## config.mk

```make
export PLATFORM = sky130hd
export DESIGN_NAME = imem_port_arbiter
export DESIGN_NICKNAME = d
export VERILOG_FILES = /design/src/rtl/imem_arb_pkg.sv /design/src/rtl/imem_port_arbiter_rr_arb2.sv /design/src/rtl/imem_port_arbiter.sv
export SDC_FILE = /design/constraint.sdc
export NUM_CORES = 1
export LEC_CHECK = 0
export CAP_MARGIN = 0
export CORE_AREA = 3 3 103 105
export CTS_BUF_LIST = sky130_fd_sc_hd__clkbuf_8
export DETAILED_ROUTE_END_ITERATION = 16
export DIE_AREA = 0 0 106 108
export SYNTH_ARGS = -nofsm -noshare
export SYNTH_HDL_FRONTEND = slang
export SYNTH_SLANG_ARGS = --single-unit
```

## constraint.sdc

```tcl
create_clock -name clk -period 1.61 [get_ports clk]
set_input_delay 0.322 -clock clk [delete_from_list [all_inputs] [get_ports clk]]
set_output_delay 0.322 -clock clk [all_outputs]
set_load 0.02 [all_outputs]
```

## src/rtl/imem_arb_pkg.sv

```systemverilog
// Shared types for the instruction-memory port arbiter: the owner tag,
// the return-stage record and the default loader burst length.
package imem_arb_pkg;

    typedef enum logic {
        OWN_FETCH  = 1'b0,
        OWN_LOADER = 1'b1
    } owner_e;

    typedef struct packed {
        logic   valid;
        owner_e owner;
        logic   err;
    } ret_s;

    localparam int BURST_MAX_DEF = 4;

endpackage

```

## src/rtl/imem_port_arbiter_rr_arb2.sv

```systemverilog
// Two-input round-robin arbiter (fetch vs loader) with a "last served" register.
// Optional feature macro IMEM_ARB_BURST_EN: lets the loader hold the port for up
// to BURST_MAX consecutive grants while fetch waits.
module rr_arb2
    import imem_arb_pkg::*;
#(
    parameter int BURST_MAX = BURST_MAX_DEF
) (
    input  logic clk,
    input  logic reset,
    input  logic req_f,
    input  logic req_l,
    output logic gnt_f,
    output logic gnt_l
);

    if (BURST_MAX < 1) begin : g_burst_max_invalid
        $error("rr_arb2: BURST_MAX must be at least 1");
    end

    owner_e last_q;
    owner_e last_d;
    logic   loader_wins;

`ifdef IMEM_ARB_BURST_EN
    localparam int CW = $clog2(BURST_MAX + 1);
    localparam logic [CW-1:0] BURST_TOP = CW'(BURST_MAX);

    logic [CW-1:0] burst_q;
    logic [CW-1:0] burst_d;

    // An open loader burst below its cap keeps the port; otherwise plain alternation.
    assign loader_wins = (last_q == OWN_FETCH) || ((burst_q != '0) && (burst_q < BURST_TOP));

    // Count consecutive loader grants; fetch grant or a dropped loader request closes the burst.
    always_comb begin
        burst_d = burst_q;
        if (gnt_f || !req_l) begin
            burst_d = '0;
        end else if (gnt_l && (burst_q < BURST_TOP)) begin
            burst_d = burst_q + 1'b1;
        end
    end

    // Burst counter register.
    always_ff @(posedge clk or negedge reset) begin
        if (!reset) begin
            burst_q <= '0;
        end else begin
            burst_q <= burst_d;
        end
    end
`else
    assign loader_wins = (last_q == OWN_FETCH);
`endif

    // Grant decision; everything is held off while reset is asserted.
    always_comb begin
        gnt_f = 1'b0;
        gnt_l = 1'b0;
        if (reset) begin
            if (req_f && req_l) begin
                gnt_l = loader_wins;
                gnt_f = !loader_wins;
            end else begin
                gnt_f = req_f;
                gnt_l = req_l;
            end
        end
    end

    // Remember who was served last; idle cycles keep the previous owner.
    always_comb begin
        last_d = last_q;
        if (gnt_f) begin
            last_d = OWN_FETCH;
        end else if (gnt_l) begin
            last_d = OWN_LOADER;
        end
    end

    // Last-owner register; reset to loader so fetch wins the first contention.
    always_ff @(posedge clk or negedge reset) begin
        if (!reset) begin
            last_q <= OWN_LOADER;
        end else begin
            last_q <= last_d;
        end
    end

endmodule

```

## src/rtl/imem_port_arbiter.sv

```systemverilog
// Instruction-memory port arbiter between the fetch path and the program loader.
// Muxes the winner onto the memory port, tags one-cycle read returns to their
// owner and raises the fetch stall. Optional feature macro: IMEM_ARB_BURST_EN.
module imem_port_arbiter
    import imem_arb_pkg::*;
#(
    parameter int N         = 32,
    parameter int BURST_MAX = BURST_MAX_DEF
) (
    input  logic         clk,
    input  logic         reset,
    input  logic         f_req,
    input  logic [N-1:0] f_addr,
    output logic         f_gnt,
    output logic         f_rvalid,
    output logic [N-1:0] f_rdata,
    output logic         f_err,
    input  logic         l_req,
    input  logic         l_we,
    input  logic [N-1:0] l_addr,
    input  logic [N-1:0] l_wdata,
    output logic         l_gnt,
    output logic         l_rvalid,
    output logic [N-1:0] l_rdata,
    output logic         l_err,
    output logic         mem_en,
    output logic         mem_we,
    output logic [N-1:0] mem_addr,
    output logic [N-1:0] mem_wdata,
    input  logic [N-1:0] mem_rdata,
    output logic         stall
);

    ret_s ret_q;
    ret_s ret_d;
    logic misaligned;

    rr_arb2 #(
        .BURST_MAX(BURST_MAX)
    ) u_arb (
        .clk  (clk),
        .reset(reset),
        .req_f(f_req),
        .req_l(l_req),
        .gnt_f(f_gnt),
        .gnt_l(l_gnt)
    );

    // Drive the memory port from the winner; misaligned accesses never enable memory.
    always_comb begin
        mem_addr  = '0;
        mem_wdata = '0;
        mem_we    = 1'b0;
        if (f_gnt) begin
            mem_addr = f_addr;
        end else if (l_gnt) begin
            mem_addr  = l_addr;
            mem_wdata = l_wdata;
            mem_we    = l_we;
        end
        misaligned = (mem_addr[1:0] != 2'b00);
        mem_en     = (f_gnt || l_gnt) && !misaligned;
    end

    assign stall = f_req && !f_gnt;

    // Build the return record: every grant returns except an aligned loader write.
    always_comb begin
        ret_d.valid = f_gnt || (l_gnt && (!l_we || misaligned));
        ret_d.owner = l_gnt ? OWN_LOADER : OWN_FETCH;
        ret_d.err   = misaligned;
    end

    // Return pipeline register; reset drops any read still in flight.
    always_ff @(posedge clk or negedge reset) begin
        if (!reset) begin
            ret_q <= '{valid: 1'b0, owner: OWN_FETCH, err: 1'b0};
        end else begin
            ret_q <= ret_d;
        end
    end

    // Steer the returned word to its owner; errored returns carry zero data.
    always_comb begin
        f_rvalid = ret_q.valid && (ret_q.owner == OWN_FETCH);
        l_rvalid = ret_q.valid && (ret_q.owner == OWN_LOADER);
        f_err    = f_rvalid && ret_q.err;
        l_err    = l_rvalid && ret_q.err;
        f_rdata  = (f_rvalid && !ret_q.err) ? mem_rdata : '0;
        l_rdata  = (l_rvalid && !ret_q.err) ? mem_rdata : '0;
    end

endmodule

```

==> flow_metrics.env <==
export IMPL_rows=36
export IMPL_drv_slew=0
export IMPL_drv_cap=0
export IMPL_required_ps=1290
export IMPL_dieArea_um2=11400
export IMPL_violations="setup timing"
export IMPL_cp_slowest_cell="dfstp_2"
export IMPL_path_clk_slew_ps=40
export IMPL_critical_path_max_stage_delay_ps=540
export IMPL_ys_ff_latch=4
export IMPL_drt_pass1_iterations=4
export IMPL_fin_worst_skew_ps=3.16
export IMPL_cp_start_kind="flop"
export IMPL_critPathCaptureType="primary output"
export IMPL_antenna_found_initial=0
export IMPL_routabilityCongestion=0.789
export IMPL_synth_cell_types=22
export IMPL_area_growth_pct=285
export IMPL_hold_path_class="in2async"
export IMPL_die_h_um=108
export IMPL_peakVddDrop_uv=298
export IMPL_cp_cell_sequence="nand2b_4 -> nand3_2 -> clkinv_4 -> clkbuf_16 -> a22o_1 -> buf_6"
export IMPL_clk_latency_ps=220
export IMPL_criticalPathCategory="reg2out"
export IMPL_yosysSeqAreaShare_pct=8.27
export IMPL_cts_tree="built"
export IMPL_fp_coreArea_um2=9730
export IMPL_die_w_um=106
export IMPL_track_usage_pct=14.0
export IMPL_cts_root_buf="clkbuf_8"
export IMPL_relSlewSlack_pct=81.3
export IMPL_cts_made_buffers=3
export IMPL_status="finished with violations"
export IMPL_tightest_slew_ps=280
export IMPL_worstPathArrival_ps=1550
export IMPL_rsz0062_at_grt="true"
export IMPL_hold_buffers=0
export IMPL_holdWs_ps=271
export IMPL_syn_num_nets=304
export IMPL_grt_pass1_vias=2313
export IMPL_min_period_ps=1870
export IMPL_avgSynthCellArea_um2=7.16
export IMPL_wirelength_mm=10.2
export IMPL_drive_above_1_share_pct=55.7
export IMPL_p_per_area_nw_per_um2=377
export IMPL_hpwl_mm=7.72
export IMPL_worstPathMaxFanout=9
export IMPL_antenna_cells=0
export IMPL_synthArstFlopShare_pct=100
export IMPL_fin_setup_tns_ps=-20950
export IMPL_vias=2409
export IMPL_viasPerCell=4.04
export IMPL_start_util_pct=12.6
export IMPL_finalSetupViolCount=133
export IMPL_hold_viol=0
export IMPL_fin_ws_ps=-262
export IMPL_finalPower_w=0.00178
export IMPL_drt_iter0_markers=57
export IMPL_netlist_area_um2=1220
export IMPL_grt_overflow_total=0
export IMPL_yosysWarnings=0
export IMPL_post_place_ws_ps=-838
export IMPL_grt_pass1_wl_mm=12.6
export IMPL_synth_edff_count=0
export IMPL_ys_flop_type="dfrtp_1"
export IMPL_numClockSinks=4
export IMPL_io_buffers=269
export IMPL_fmax_mhz=534
export IMPL_grt_max_degree=33
export IMPL_post_route_drc_count=0
export IMPL_fin_nets=597
export IMPL_synthCells=171
export IMPL_io_pins=270
export IMPL_wl_per_cell_um=17.0
export IMPL_leakagePower_nw=2.25
export IMPL_postRouteAntennaNets=0
export IMPL_htree_levels=1
export IMPL_timing_final_crit_share_pct=116
export IMPL_clockBufferDepth=2
==> where the power goes <==
part,switching (W),internal [W]
clock,0.0000590,0.000163
sequential,0.00000984,0.000116
combinational,0.000571,0.000863
==> through the flow <==
| stage | util [%] | cell area (um^2) | std cells |
|---|---|---|---|
| floorplan | - | 1220 | 171 |
| global placement | 43.1 | 4200 | 577 |
| detailed placement | 43.1 | 4200 | 577 |
| CTS | 40.2 | 3910 | 586 |
| global route | 48.5 | 4720 | 596 |
| finish | 48.5 | 4720 | 596 |
==> flip-flops by register name, summed over array words and instances, names as in the netlist <==
register / count
ret_q: 3
u_arb.last_q: 1
==> path summary, 6_finish.rpt <==
kind | cells after the start | slack [ps] | start | to
hold / removal | 2 | 270 | reset | ret_q[0]$_DFF_PN0_
setup reg to reg | 4 | 380 | u_arb.last_q$_DFFE_PN1P_ | ret_q[0]$_DFF_PN0_
setup / recovery | 6 | -260 | u_arb.last_q$_DFFE_PN1P_ | mem_addr[28]
hold reg to reg | 3 | 660 | u_arb.last_q$_DFFE_PN1P_ | u_arb.last_q$_DFFE_PN1P_
min in group clk | 3 | 600 | f_req | u_arb.last_q$_DFFE_PN1P_
max in group asynchronous | 2 | 1140 | reset | u_arb.last_q$_DFFE_PN1P_
==> area by class of cell <==
class | count | area, um^2
sequential | 4 | 101
inverter | 2 | 17.5
clock inverter | 1 | 3.75
multi-input combinational | 149 | 1230
timing repair buffer | 304 | 3160
tap | 133 | 166
fill | 974 | 5010
clock buffer | 3 | 41.3
==> critical path: cells and delay by family, from the launching register on <==
kind	cells	cell delay [ps]
buffers and inverters	3	400
flip-flops	1	540
AO/OA/AOI/OAI	1	130
AND/OR/NAND/NOR	2	240
==> placed cells by master, fill, tap and decap left out, types with 2 or more instances in the layout <==
cell,synthesis,routed
and2b_4,0,2
buf_4,3,36
buf_16,0,3
clkbuf_16,0,6
clkbuf_8,0,3
clkdlybuf4s50_1,0,129
and2_4,0,74
nor2_1,2,2
buf_2,3,23
buf_6,2,94
dfrtp_1,3,3
and2_1,101,27
a22o_1,33,33
buf_12,0,6
dlygate4sd2_1,0,4
buf_8,0,2
==> cell families after synthesis <==
family	synth area share, %
buffers and inverters	8.78
flip-flops	8.27
AO/OA/AOI/OAI	26.3
AND/OR/NAND/NOR	56.7
==> repair_timing <==
action | 4_1_cts | 5_1_grt
pin swaps | 0 | 67
setup buffers | 2 | 3
gates resized for setup | 621 | 224
cloned | 3 | 7
endpoints found under the setup margin | 137 | 134
==> cells in the mapped netlist (2+ instances only) <==
library cell	instances	area share [%]
a22o_1	33	24
and2_1	101	52
nor2_1	2	0.61
and2b_1	2	1.2
dfrtp_1	3	6.1
inv_2	2	0.61
clkbuf_2	8	3.3
buf_2	3	1.2
buf_6	2	1.8
buf_4	3	1.8
==> per-layer routing <==
| metal | GRT usage, % | wire length [um] | vias up |
|---|---|---|---|
| li1 | - | - | 1166 |
| met1 | 13.7 | 3480 | 1088 |
| met2 | 28.6 | 5660 | 149 |
| met3 | 5.07 | 963 | 6 |
| met4 | 1.57 | 46 | 0 |
| met5 | 0 | 0 | - |
Note: power is estimated with default switching activity, not from simulation.
